## src/rtl/fwd_pkg.sv

```systemverilog
// Shared constants and types for the operand forwarding / hazard unit.
//   REG_AW, NREGS  : architectural register index width and count
//   REG_ZERO       : hard-wired zero register index
//   hazard_cause_e : reason the ID instruction is held (debug / assertions)
package fwd_pkg;

  localparam int unsigned REG_AW = 5;
  localparam int unsigned NREGS  = 32;

  localparam logic [REG_AW-1:0] REG_ZERO = '0;

  typedef enum logic [1:0] {
    HZ_NONE       = 2'd0,
    HZ_NOT_READY  = 2'd1,
    HZ_SCOREBOARD = 2'd2,
    HZ_WAW        = 2'd3
  } hazard_cause_e;

endpackage

```

## src/rtl/forward_operand_sel.sv

```systemverilog
// Single-operand bypass selector.
// Searches the in-flight stages youngest first, then the long-op completion
// port, then falls back to the register file.
//   rs                 : source register index
//   fw_valid/rd/ready/data : packed per-stage forwarding sources
//   lop_done/_rd/_data : long-latency completion port
//   rf_data            : register-file read value
//   data               : selected operand value
//   not_ready          : first matching stage has no result yet
//   lop_hit            : completion port writes rs this cycle
module forward_operand_sel
  import fwd_pkg::*;
#(
  parameter int unsigned XLEN   = 32,
  parameter int unsigned NSTAGE = 2
) (
  input  logic [REG_AW-1:0]        rs,
  input  logic [NSTAGE-1:0]        fw_valid,
  input  logic [REG_AW*NSTAGE-1:0] fw_rd,
  input  logic [NSTAGE-1:0]        fw_ready,
  input  logic [XLEN*NSTAGE-1:0]   fw_data,
  input  logic                     lop_done,
  input  logic [REG_AW-1:0]        lop_done_rd,
  input  logic [XLEN-1:0]          lop_done_data,
  input  logic [XLEN-1:0]          rf_data,
  output logic [XLEN-1:0]          data,
  output logic                     not_ready,
  output logic                     lop_hit
);

  logic stage_hit;

  // Lowest-index matching stage wins; a not-ready youngest match masks
  // every older stage so stale data can never leak through.
  always_comb begin
    stage_hit = 1'b0;
    not_ready = 1'b0;
    lop_hit   = lop_done && (lop_done_rd == rs) && (rs != REG_ZERO);
    data      = lop_hit ? lop_done_data : rf_data;
    for (int i = 0; i < int'(NSTAGE); i++) begin
      if (!stage_hit && fw_valid[i] && (rs != REG_ZERO) &&
          (fw_rd[i*REG_AW +: REG_AW] == rs)) begin
        stage_hit = 1'b1;
        not_ready = !fw_ready[i];
        data      = fw_data[i*XLEN +: XLEN];
      end
    end
  end

endmodule

```

## src/rtl/forward_hazard_unit.sv

```systemverilog
// Operand bypass, hazard detection and long-op scoreboard for the ID stage.
//   id_*          : instruction in ID (sources, destination, long-op flag)
//   fw_*          : NSTAGE packed forwarding stages, index 0 youngest
//   lop_done*     : long-latency op completion port
//   ext_hold      : downstream hold, blocks issue but is not a hazard
//   flush         : kills the ID instruction
//   rs1/rs2_data  : forwarded operands (combinational)
//   stall         : hazard stall request (combinational, 0 in reset)
//   busy_vec      : registered scoreboard of pending long-op destinations
//   stall_cnt     : saturating stall-cycle counter, stall_cnt_clr clears
module forward_hazard_unit
  import fwd_pkg::*;
#(
  parameter int unsigned XLEN   = 32,
  parameter int unsigned NSTAGE = 2,
  parameter int unsigned CNT_W  = 16
) (
  input  logic                     clk,
  input  logic                     rst_n,
  input  logic                     id_valid,
  input  logic [REG_AW-1:0]        id_rs1,
  input  logic [REG_AW-1:0]        id_rs2,
  input  logic                     id_use_rs1,
  input  logic                     id_use_rs2,
  input  logic [REG_AW-1:0]        id_rd,
  input  logic                     id_lop,
  input  logic [XLEN-1:0]          id_rs1_data,
  input  logic [XLEN-1:0]          id_rs2_data,
  input  logic [NSTAGE-1:0]        fw_valid,
  input  logic [REG_AW*NSTAGE-1:0] fw_rd,
  input  logic [NSTAGE-1:0]        fw_ready,
  input  logic [XLEN*NSTAGE-1:0]   fw_data,
  input  logic                     lop_done,
  input  logic [REG_AW-1:0]        lop_done_rd,
  input  logic [XLEN-1:0]          lop_done_data,
  input  logic                     ext_hold,
  input  logic                     flush,
  output logic [XLEN-1:0]          rs1_data,
  output logic [XLEN-1:0]          rs2_data,
  output logic                     stall,
  output logic [NREGS-1:0]         busy_vec,
  output logic [CNT_W-1:0]         stall_cnt,
  input  logic                     stall_cnt_clr
);

  logic          rs1_nr;
  logic          rs2_nr;
  logic          rs1_lop;
  logic          rs2_lop;
  logic          rs1_sb;
  logic          rs2_sb;
  logic          waw_hz;
  logic          issue;
  logic [NREGS-1:0] busy_nxt;
  hazard_cause_e cause;

  forward_operand_sel #(.XLEN(XLEN), .NSTAGE(NSTAGE)) u_sel_rs1 (
    .rs            (id_rs1),
    .fw_valid      (fw_valid),
    .fw_rd         (fw_rd),
    .fw_ready      (fw_ready),
    .fw_data       (fw_data),
    .lop_done      (lop_done),
    .lop_done_rd   (lop_done_rd),
    .lop_done_data (lop_done_data),
    .rf_data       (id_rs1_data),
    .data          (rs1_data),
    .not_ready     (rs1_nr),
    .lop_hit       (rs1_lop)
  );

  forward_operand_sel #(.XLEN(XLEN), .NSTAGE(NSTAGE)) u_sel_rs2 (
    .rs            (id_rs2),
    .fw_valid      (fw_valid),
    .fw_rd         (fw_rd),
    .fw_ready      (fw_ready),
    .fw_data       (fw_data),
    .lop_done      (lop_done),
    .lop_done_rd   (lop_done_rd),
    .lop_done_data (lop_done_data),
    .rf_data       (id_rs2_data),
    .data          (rs2_data),
    .not_ready     (rs2_nr),
    .lop_hit       (rs2_lop)
  );

  // Hazard classification; the completion port resolves a pending register
  // in the same cycle it writes back, for both RAW and WAW.
  always_comb begin
    rs1_sb = busy_vec[id_rs1] && !rs1_lop;
    rs2_sb = busy_vec[id_rs2] && !rs2_lop;
    waw_hz = id_lop && (id_rd != REG_ZERO) && busy_vec[id_rd] &&
             !(lop_done && (lop_done_rd == id_rd));

    cause = HZ_NONE;
    if (id_valid && !flush) begin
      if ((id_use_rs1 && rs1_nr) || (id_use_rs2 && rs2_nr)) begin
        cause = HZ_NOT_READY;
      end else if ((id_use_rs1 && rs1_sb) || (id_use_rs2 && rs2_sb)) begin
        cause = HZ_SCOREBOARD;
      end else if (waw_hz) begin
        cause = HZ_WAW;
      end
    end

    stall = rst_n && (cause != HZ_NONE);
    issue = id_valid && !stall && !ext_hold && !flush;
  end

  // Scoreboard next state: completion clears, issue sets, set wins on a tie.
  always_comb begin
    busy_nxt = busy_vec;
    if (lop_done) begin
      busy_nxt[lop_done_rd] = 1'b0;
    end
    if (issue && id_lop && (id_rd != REG_ZERO)) begin
      busy_nxt[id_rd] = 1'b1;
    end
    busy_nxt[0] = 1'b0;
  end

  always_ff @(posedge clk) begin
    if (!rst_n) begin
      busy_vec  <= '0;
      stall_cnt <= '0;
    end else begin
      busy_vec <= busy_nxt;
      if (stall_cnt_clr) begin
        stall_cnt <= '0;
      end else if (stall && (stall_cnt != '1)) begin
        stall_cnt <= stall_cnt + CNT_W'(1);
      end
    end
  end

endmodule

```

## config.mk

```make
export PLATFORM = sky130hd
export DESIGN_NAME = forward_hazard_unit
export DESIGN_NICKNAME = d
export VERILOG_FILES = /design/src/rtl/fwd_pkg.sv /design/src/rtl/forward_operand_sel.sv /design/src/rtl/forward_hazard_unit.sv
export SDC_FILE = /design/constraint.sdc
export NUM_CORES = 1
export LEC_CHECK = 0
export BUFFER_PORTS_ARGS = -buffer_cell sky130_fd_sc_hd__buf_2
export CAP_MARGIN = 20
export CELL_PAD_IN_SITES_DETAIL_PLACEMENT = 1
export CELL_PAD_IN_SITES_GLOBAL_PLACEMENT = 1
export CORE_ASPECT_RATIO = 0.8
export CORE_MARGIN = 2
export CORE_UTILIZATION = 30
export CTS_CLUSTER_SIZE = 20
export DETAILED_ROUTE_END_ITERATION = 12
export GPL_TIMING_DRIVEN = 0
export PLACE_DENSITY_LB_ADDON = 0.2
export SYNTH_ARGS = -nofsm -noshare
export SYNTH_HDL_FRONTEND = slang
export SYNTH_SLANG_ARGS = --single-unit
```

## constraint.sdc

```tcl
create_clock -name clk -period 3.7 [get_ports clk]
set_input_delay 0.555 -clock clk [delete_from_list [all_inputs] [get_ports clk]]
set_output_delay 0.555 -clock clk [all_outputs]
set_load 0.05 [all_outputs]
```

# Yosys cells after proc, flatten, opt, wreduce, memory -nomap -nowiden
# Index checks and enable logic that the tools add are counted.
[op_classes]
magnitude_cmp = 6
div = 0
multipliers = 0
eq_ne = 8
bitwise_logic = 4
n_reduce_logical = 51
shift = 0
n_addsub = 1
n_mux = 28
[op_table]
columns = ["operator", "count"]
rows = [
  ["2-to-1 mux 32 bit", 8],
  ["equality test 5 bit", 7],
  ["logical AND 1 bit", 34],
  ["AND 32 bit", 1],
  ["inverter 32 bit", 1],
  ["bitwise OR 32 bit", 1],
  ["< comparator 5 x 6 -> 1 bit (second input constant)", 4],
  ["adder 16 x 1 -> 16 bit (second input constant)", 1],
  ["!= test 16 bit (second input constant)", 1],
  ["binary-select mux 1 bit (select 5 bit)", 3],
  ["nonzero test 5 bit", 3],
  ["2-to-1 mux 1 bit", 11],
  ["demux 1 bit (select 5 bit)", 2],
  ["greater-or-equal comparator 5 x 1 -> 1 bit (second input constant)", 2],
  ["logical NOT 1 bit", 10],
  ["2-to-1 mux 2 bit", 4],
  ["logical OR 1 bit", 2],
  ["nonzero test 2 bit", 1],
  ["OR reduction 2 bit", 1],
  ["inverter 1 bit", 1],
]
[word_totals]
memories = 0
reg_bits = 48
ram_bits = 0
latchBits = 0
in_bits = 204
romBits = 0
out_inout_bits = 113

# Logic depth before layout (Yosys ltp)
# Gate-level depths: netlist of run 1.
[depth]
ltp_word = 22
ltp_mapped = 12
ltp_nobuf = 9

# By module
# A second synthesis of run 1 with hierarchy kept.
[hier_totals]
hier_cells = 789
area_unflattened_um2 = 6167.2
[by_module_without_submodules]
columns = ["mod", "cells_each", "area_each_um2", "n_inst"]
rows = [
  ["forward_hazard_unit", 357, 3246.9, 1],
  ["forward_operand_sel", 216, 1460.2, 2],
]

# Worst setup path after synthesis of run 1
# No wires, ideal clock.
[synth_timing]
path_kind = "input to output"
from = "in id_rs2[0]"
to = "out rs2_data[13]"
path_slack_ns = -0.251
arrival_time_ns = 3.396
n_path_buf = 3
path_stages = 10
cell_sequence = "buf_2 > buf_2 > xnor2_1 > nand4_1 > nor2_1 > clkbuf_1 > mux2i_1 > nor2_1 > a21oi_1 > o21ai_0"
[synth_via]
elab_chain_cells = 9
word_cells_on_any_way = 16
[synth_lines]
columns = ["item", "line", "rtl"]
rows = [
  ["start: declaration", "forward_hazard_unit.sv:22", "input logic [REG_AW-1:0] id_rs2,"],
  ["nonzero test 5 bit", "forward_operand_sel.sv:38, forward_operand_sel.sv:41", ""],
  ["logical AND 1 bit (2 in a row)", "forward_operand_sel.sv:41", "if (!stage_hit && fw_valid[i] && (rs != REG_ZERO) &&"],
  ["2-to-1 mux 1 bit", "forward_operand_sel.sv:41", ""],
  ["logical NOT 1 bit", "forward_operand_sel.sv:41", ""],
  ["logical AND 1 bit (3 in a row)", "forward_operand_sel.sv:41", ""],
  ["2-to-1 mux 32 bit (*)", "forward_operand_sel.sv:41", ""],
  ["end: declaration", "forward_hazard_unit.sv:39", "output logic [XLEN-1:0] rs2_data,"],
]
# Every way passes the cells marked *; elsewhere a longest branch is shown, timed or not.

# Worst setup path after layout of run 1
[layout_timing]
from = "in id_rs1[0]"
to = "out stall"
[layout_via]
elab_chain_cells = 15
word_cells_on_any_way = 28
[layout_lines]
columns = ["item", "line", "rtl"]
rows = [
  ["start: declaration", "forward_hazard_unit.sv:21", "input logic [REG_AW-1:0] id_rs1,"],
  ["branches (longest 11 deep; another with binary-select mux 1 bit (select 5 bit))", "n/a", ""],
  ["2-to-1 mux 2 bit (*)", "forward_hazard_unit.sv:97", "if ((id_use_rs1 && rs1_nr) || (id_use_rs2 && rs2_nr)) begin"],
  ["2-to-1 mux 2 bit (*)", "forward_hazard_unit.sv:96", "if (id_valid && !flush) begin"],
  ["nonzero test 2 bit (*)", "forward_hazard_unit.sv:106", "stall = rst_n && (cause != HZ_NONE);"],
  ["logical AND 1 bit (*)", "forward_hazard_unit.sv:106", ""],
  ["end: declaration", "forward_hazard_unit.sv:40", "output logic stall,"],
]
# Every way passes the cells marked *. The select of a mux whose other input is x is not followed.

==> impl_summary.md, run 1 <==
Worst setup path
Data on the critical path arrives at its endpoint at 3.03 ns. The critical path goes through buf_2 > buf_8 > mux4_2 > a211o_1 > a31o_1 > a22oi_2 > a31o_2 > buf_6 > inv_1 > clkbuf_4. The data required time of the worst path is 3.14 ns. The endpoint of the most critical register-to-register path is busy_vec[20].

The endpoint kind of the worst setup timing path is an output pin. Counting cells, the worst reg-to-reg path comes to 9. The startpoint of the worst-slack reg-to-reg timing path is busy_vec[20].

Along the worst path, the maximum fanout reaches 10. The type of the worst setup path is input pin to output pin. On the critical path, the stage with the largest delay is an instance of mux4_2.

The largest single stage delay on the critical path is 0.52 ns. STA classifies the critical path startpoint as an input pin. Across all register-to-register paths, the minimum setup slack is 0.64 ns.

GRT
The first global-routing pass estimated 41,400 um of wire. The via count of the first global-routing pass is 7,306. The remaining global-route overflow is 0. Across every metal layer, demand over resource in global routing totals 27.2%. The initial antenna violation count was 5.

Entering global routing, the biggest net connects 15 pins.

Logic synthesis
After synthesis the cells add up to 5440 um^2. The mux share of post-synthesis cell area is 21.8%. The most repeated cell in the gate-level netlist after synthesis is o21ai_0. Sorting the synthesized cells by area gives the leading types as dfxtp_1 (17%), mux2i_1 (13%), o21ai_0 (9.3%). Counting flops and latches in the post-synthesis netlist gives 47.

The dominant cell type by area after synthesis is dfxtp_1. The sequential cell area fraction in the yosys report is 17.3%. The synthesized netlist devotes 23.3% of its cell area to simple gates. The number of enable-type register cells in the synthesized netlist is 0. Summed over its instances, the top area cell type makes up 17.3% of the synthesized netlist area. The fraction of the mapped netlist area in compound gates is 25.9%. The number of different library cells in the post-synthesis netlist is 57. After synthesis, the most frequently instantiated cells are o21ai_0 (101), nand2_1 (85), nor2_1 (78), a21oi_1 (74), mux2i_1 (73). Averaged over all synthesized cells, the footprint is 7.18 um^2. The yosys synthesis warning count is 0. After synthesis, the share of flip-flops with an asynchronous set or reset is 0%. The area share of fa/ha/maj cells after synthesis is 0.230%.

The largest family of logic cells by synthesized area is compound AO/OA/AOI/OAI gates. After Yosys synthesis, XOR and XNOR cells account for 5.64% of the synthesized area. For this run, the leading register cell type out of synthesis is dfxtp_1.

Counting every net in the synthesized netlist gives 962. The gate count after technology mapping is 757.

Pwr
The share of total power in sequential cells is 28.1%. Dividing total power by cell area gives a power density of 239 nW/um^2. The total net switching power is 0.724 mW. The static power due to leakage is 3.14 nW. In this run, the combinational gates consume 41.5% of the power.

The worst vdd rail ir drop is 0.000163 V. The clock network is responsible for 30.4% of the overall power. The switching share of total power is 40.1%.

The internal power consumption is 1.08 mW.

Floorplanning
The die area is 19,200 um^2. The effective utilization at floorplan is 30.3%. The cell row count is 44. The total area inside the core boundary comes to 17,900 um^2. The die outline width is 155 um. The I/O pin total is 317. From bottom edge to top edge, the die measures 124 um.

Final layout
The number of standard cells in the final layout excluding fillers is 1,305. The multi-input combinational cells in the finished layout cover a total of 4240 um^2. Summing all flip-flop and latch instances after layout gives 941 um^2.

In the final design database the tool counted 1,274 nets. Relative to the synthesized area, the layout overhead comes to 38.8%. The filler cells instantiated in the layout total 2,421.

After routing the design area is 7550 um^2. The share of cells above drive strength 1 is 37.0%.

Drt
The number of DRC markers in iteration 0 is 420. The number of design rule violations left after detail routing is 0. The via-per-instance ratio is 5.58.

The total vias in the final route is 7,285. Dividing the detail-routed wire length by the instance count gives 20.6 um. For this run, the detailed router's first-pass iteration total came to 5. The detailed-route wire length is 26,900 um. The count of nets left with antenna violations once routing finished came out at 0.

STA
For the pin with the worst max-slew slack, the measured transition is 0.663 ns. The total setup violations reported at the end of the flow is 0. The clock arrives with 0.00925 ns of skew. The minimum clock period is 3.59 ns. The final number of hold-violating endpoints was 0. The maximum clock rate is 0.279 GHz. Setup repair after global routing left no endpoint under its margin. The worst slew margin relative to its limit is 55.4%. The final max-slew violation count is 0. In the finished design, the share of the clock period the worst path needs comes to 97.0%.

Placement
During placement, the flow inserted port buffers numbering 305. The total cell area at the placement stage is 7250 um^2. Detailed placement finished with a half-perimeter wire length of 21,400 um. The routability congestion estimate is 0.894. After detailed placement, the design holds a cell count of 1,292.

Clock network
After clock tree synthesis, the flow added hold-fix buffers numbering 0. The TritonCTS sink count is 47. For the worst-skew pair, the clock arrives at the later sink with an insertion delay of 0.30 ns. The clock tree synthesis step divided the H-tree into 2 levels. Buffers inserted during clock tree synthesis total 5. The longest clock path from root to sink contains 2 buffers.

The CTS tree is built. The cell sitting at the root of the clock tree is a clkbuf_16. Clock-pin slew was measured on the worst setup and hold paths at 0.07 ns.

Worst hold path
The tightest min-delay check is of the register to register type. The startpoint identified for the worst hold timing path is stall_cnt[10]. The number of cells on the worst hold path is 2. The worst hold path terminates at stall_cnt[10].

Job
Across the run, the number of max-cap violations was 0.

Run status
The run finished with clean final reports.
-- through the flow --
stage                     setup TNS (ns)  hold WS [ns]  worst slack, ns  power [mW]  util, %
final                                  0         0.525            0.112        1.81     42.1
after CTS                              0         0.527          0.00144        1.80     41.7
after detailed placement          -30.48         0.516           -0.480        1.25     40.4
after floorplan                        0         0.723            0.127       0.986        -
after global placement            -26.49         0.502           -0.486        1.25     40.4
after global routing                   0         0.570          0.00527        1.88     42.1
-- layout by cell type, fill, tap and decap left out, drive strengths merged, types with 13 or more instances in the layout --
master and instances:
nand3 21, a21oi 74, o21ai 101, o211ai 33, dfxtp 47, nand4 13
mux2i 73, xor2 15, buf 326, xnor2 20, mux4 17, nand2 85
nor2 78, clkbuf 52
-- timing repair --
item / CTS / global route
setup endpoints to repair: 72 / 64
pin swaps: 0 / 2
buffers inserted: 0 / 1
resized for setup: 28 / 23
gates cloned: 0 / 0
-- critical path: cells and delay by family --
family	cells	cell delay (ns)
buffers and inverters	5	0.93
AO/OA/AOI/OAI	4	1.03
multiplexers	1	0.52
-- cells by family after synthesis --
| group | Yosys count |
|---|---|
| adders and majority gates | 1 |
| DFF | 47 |
| and+or+nand+nor | 261 |
| muxes | 96 |
| other | 1 |
| buffers and inverters | 73 |
| AOI/OAI and AO/OA | 243 |
| xor gates and xnor gates | 35 |
-- power by group through the flow --
stage          Combinational, mW  Clock (mW)  Sequential (mW)
3_5_place_dp               0.734           0            0.519
5_1_grt                    0.800       0.575            0.508
2_1_floorplan              0.464           0            0.522
4_1_cts                    0.739       0.554            0.508
3_3_place_gp               0.726           0            0.519
6_report                   0.749       0.549            0.508
-- area by class of cell --
type / instances / share of cell area (%)
multi-input combinational: 637 / 56.2
timing repair buffer: 306 / 20.3
sequential: 47 / 12.5
buffer: 66 / 4.42
tap: 230 / 3.81
clock buffer: 6 / 1.84
clock inverter: 2 / 0.464
inverter: 6 / 0.298
antenna: 5 / 0.166
-- layer usage --
metal / share of wire [%] / GRT usage [%] / vias up
met4: 2.5 / 7.95 / 0
met2: 45 / 42.7 / 298
li1: - / - / 3421
met1: 46 / 38.6 / 3519
met5: 0 / 0 / -
met3: 6.6 / 3.90 / 47
-- worst max-delay path by stage --
| stage | from | end | cells past startpoint |
|---|---|---|---|
| global route | id_rs1[2] | rs1_data[28] | 10 |
| floorplan | id_rs2[0] | rs2_data[13] | 10 |
| global placement | id_rs1[2] | rs1_data[28] | 10 |
| finish | id_rs1[0] | stall | 10 |
| detailed placement | id_rs1[2] | rs1_data[28] | 10 |
| CTS | id_rs1[0] | stall | 10 |
-- sequential cells by signal, indices dropped and copies added, names as in the netlist --
signal	count
stall_cnt	16
busy_vec	31
(Power assumes the default switching activity.)
==> run 2, diff against run 1 <==
--- a/config.mk
+++ b/config.mk
@@ -14,7 +14,6 @@
 export CORE_UTILIZATION = 30
 export CTS_CLUSTER_SIZE = 20
 export DETAILED_ROUTE_END_ITERATION = 12
-export GPL_TIMING_DRIVEN = 0
 export PLACE_DENSITY_LB_ADDON = 0.2
 export SYNTH_ARGS = -nofsm -noshare
 export SYNTH_HDL_FRONTEND = slang
==> impl_summary.md, run 2 (synthesized netlist as in run 1, its figures left out) <==
Clock network
The clock transition time at the flip-flop clock pins of the worst setup and hold paths is 0.06 ns (was 0.07 ns). The deepest level of the CTS H-tree is 2 (unchanged). The number of gates given a new drive strength after cts is 0 (was 28). The buffer levels on the longest clock path is 2 (unchanged). The number of buffers added by the clock tree synthesis step is 5 (unchanged). The clock latency on the worst-skew pair is 0.30 ns (about the same). The post-cts hold buffer count is 0 (unchanged). The TritonCTS sink count is 47 (unchanged). The CTS tree is built (unchanged). The total setup buffers inserted after CTS came to 0 (unchanged). The root buffer cell is clkbuf_16 (unchanged).

STA
The post-route worst setup slack is 0.279 ns (was 0.112 ns). The minimum clock period came to 3.42 ns (was 3.59 ns). The total setup violations reported at the end of the flow came to 0 (unchanged). The clock skew after layout is 0.0101 ns (was 0.00925 ns). The final hold slack is 0.523 ns (was 0.525 ns). The final number of hold-violating endpoints came to 0 (unchanged). The setup TNS is 0 ns (unchanged). The actual slew at the worst max-slew pin is 0.669 ns (was 0.663 ns).

The maximum clock rate is 0.292 GHz (was 0.279 GHz). The worst slew margin relative to its limit was 55.0% (was 55.4%). The final clock period utilization by the worst path is 92.5% (was 97.0%). Unrepaired setup endpoints after global routing: false (unchanged). The final max-slew violation count is 0 (unchanged).

Worst setup path
The type of the worst setup path is input pin to output pin (unchanged). The type of element launching the critical path is an input pin (unchanged). The cell with the largest stage delay on the worst path was a211oi_4 (was mux4_2).

The endpoint kind of the worst setup timing path is an output pin (unchanged). The maximum fanout encountered on the critical timing path came to 65 (was 10). The worst endpoint data arrival time is 2.87 ns (was 3.03 ns). The data required time of the worst path is 3.14 ns (about the same).

Cells along the critical path: buf_2 > buf_4 > xnor2_1 > nand4_1 > a211oi_4 > buf_12 > nor2_4 > buf_12 > o21ai_1 > buf_2 (was buf_2 > buf_8 > mux4_2 > a211o_1 > a31o_1 > a22oi_2 > a31o_2 > buf_6 > inv_1 > clkbuf_4). The longest individual stage delay on the worst path is 0.33 ns (was 0.52 ns).

Final layout
The share of cells above drive strength 1 is 36.3% (was 37.0%). The number of filler instances in the final layout is 2,384 (was 2,421). Regs by FF count: busy_vec x31, stall_cnt x16 (unchanged).

The post-layout net count is 1,230 (was 1,274). The utilization after layout was 41.1% (was 42.1%). The area overhead of the layout relative to synthesis is 35.7% (was 38.8%). Commonest cells after routing, fill and taps aside: buf_2 (315), nand2_1 (85), nor2_1 (75) (was buf_2 (317), nand2_1 (85), nor2_1 (75)). The most common cell after layout, fill and taps aside is buf_2 (unchanged). The number of standard cells in the final layout excluding fillers is 1,258 (was 1,305). The most flop-heavy register is busy_vec (unchanged). The number of flip-flops in the largest register came to 31 (unchanged).

Placement
The routability congestion estimate is 0.931 (was 0.894). The minimum setup slack after placement was 0.202 ns (was -0.480 ns). The post-DP HPWL is 19,200 um (was 21,400 um). The number of I/O port buffers came to 315 (was 305). The count of placed standard cells including taps was 1,248 (was 1,292).

GRT
The wire length of the first global-routing pass is 38,400 um (was 41,400 um). The remaining global-route overflow came to 0 (unchanged). The pin count of the biggest net entering global routing is 66 (was 15). The via count of the first global-routing pass is 6,654 (was 7,306).

The total track usage is 24.8% (was 27.2%). The initial antenna violation count is 2 (was 5).

Run status
Run status: completed (unchanged).

Floorplanning
The placeable core region was 17,900 um^2 (unchanged). The die outline width is 155 um (unchanged). The I/O pin total is 317 (unchanged). The die area came to 19,200 um^2 (unchanged). The cell row count was 44 (unchanged). The effective utilization at floorplan came to 30.3% (unchanged). The chip height is 124 um (unchanged).

Drt
The via-per-instance ratio is 5.46 (was 5.58). The iteration count of the initial detailed-routing pass is 5 (unchanged). The uppermost signal routing layer after detailed routing is met4 (unchanged). The post-route met1 wirelength is 11,500 um (was 12,400 um). The total vias in the final route was 6,868 (was 7,285). The number of design rule violations left after detail routing is 0 (unchanged). The average wire per cell in the routed design is 19.6 um (was 20.6 um). The met3 wirelength from detailed routing is 1330 um (was 1790 um). The detailed-route wire length came to 24,700 um (was 26,900 um). The total length of routed met2 wires is 11,400 um (was 12,100 um).

The antenna violation net count after detailed routing came to 0 (unchanged). The number of DRC markers in iteration 0 was 363 (was 420).

Worst hold path
The class of the most critical hold timing path is register to register (unchanged).

Pwr
The static power due to leakage came to 3.02 nW (was 3.14 nW). The worst vdd rail ir drop is 0.000146 V (was 0.000163 V). The areal power density over the cells was 229 nW/um^2 (was 239 nW/um^2).

Job
The number of max-cap violations is 0 (unchanged).
run 2: through the flow:
step | instance area, um^2 | total power, mW
finish | 7380 | 1.69
global route | 7380 | 1.77
CTS | 7370 | 1.70
detailed placement | 7230 | 1.24
global placement | 7230 | 1.24
floorplan | 5440 | 0.986
run 2: path summary, 6_finish.rpt:
check	start	cells past startpoint	slack [ns]	end
max reg2reg	busy_vec[21]	9	0.61	busy_vec[16]
min	stall_cnt[4]	2	0.52	stall_cnt[4]
max	id_rs2[0]	10	0.28	rs2_data[16]
min reg2reg	stall_cnt[4]	2	0.52	stall_cnt[4]
run 2: area by class of cell:
type	instances	area, um^2	share of cell area, %
Multi-Input combinational cell	637	4230	57.3
Timing Repair Buffer	328	1750	23.7
Sequential cell	47	941	12.8
Tap cell	230	288	3.90
Clock buffer	5	125	1.70
Inverter	6	22.5	0.305
Clock inverter	3	20.0	0.271
Antenna cell	2	5.00	0.0678
run 2: critical path, delay by kind of cell:
family	cells	cell delay (ns)
compound gates	2	0.59
xor+xnor	1	0.13
buf+inv	5	1.28
simple gates	2	0.26
run 2: report_power, final:
part           leakage (nW)  internal [mW]  switching (mW)  total, mW
Combinational          2.57          0.233           0.490      0.723
Sequential            0.378          0.506         0.00162      0.508
Clock                0.0658          0.250           0.213      0.463
run 2: metal layers:
metal	GRT usage (%)	vias up
li1	-	3318
met3	3.90	39
met2	39.6	245
met1	35.1	3266
met4	6.15	0
met5	0	-
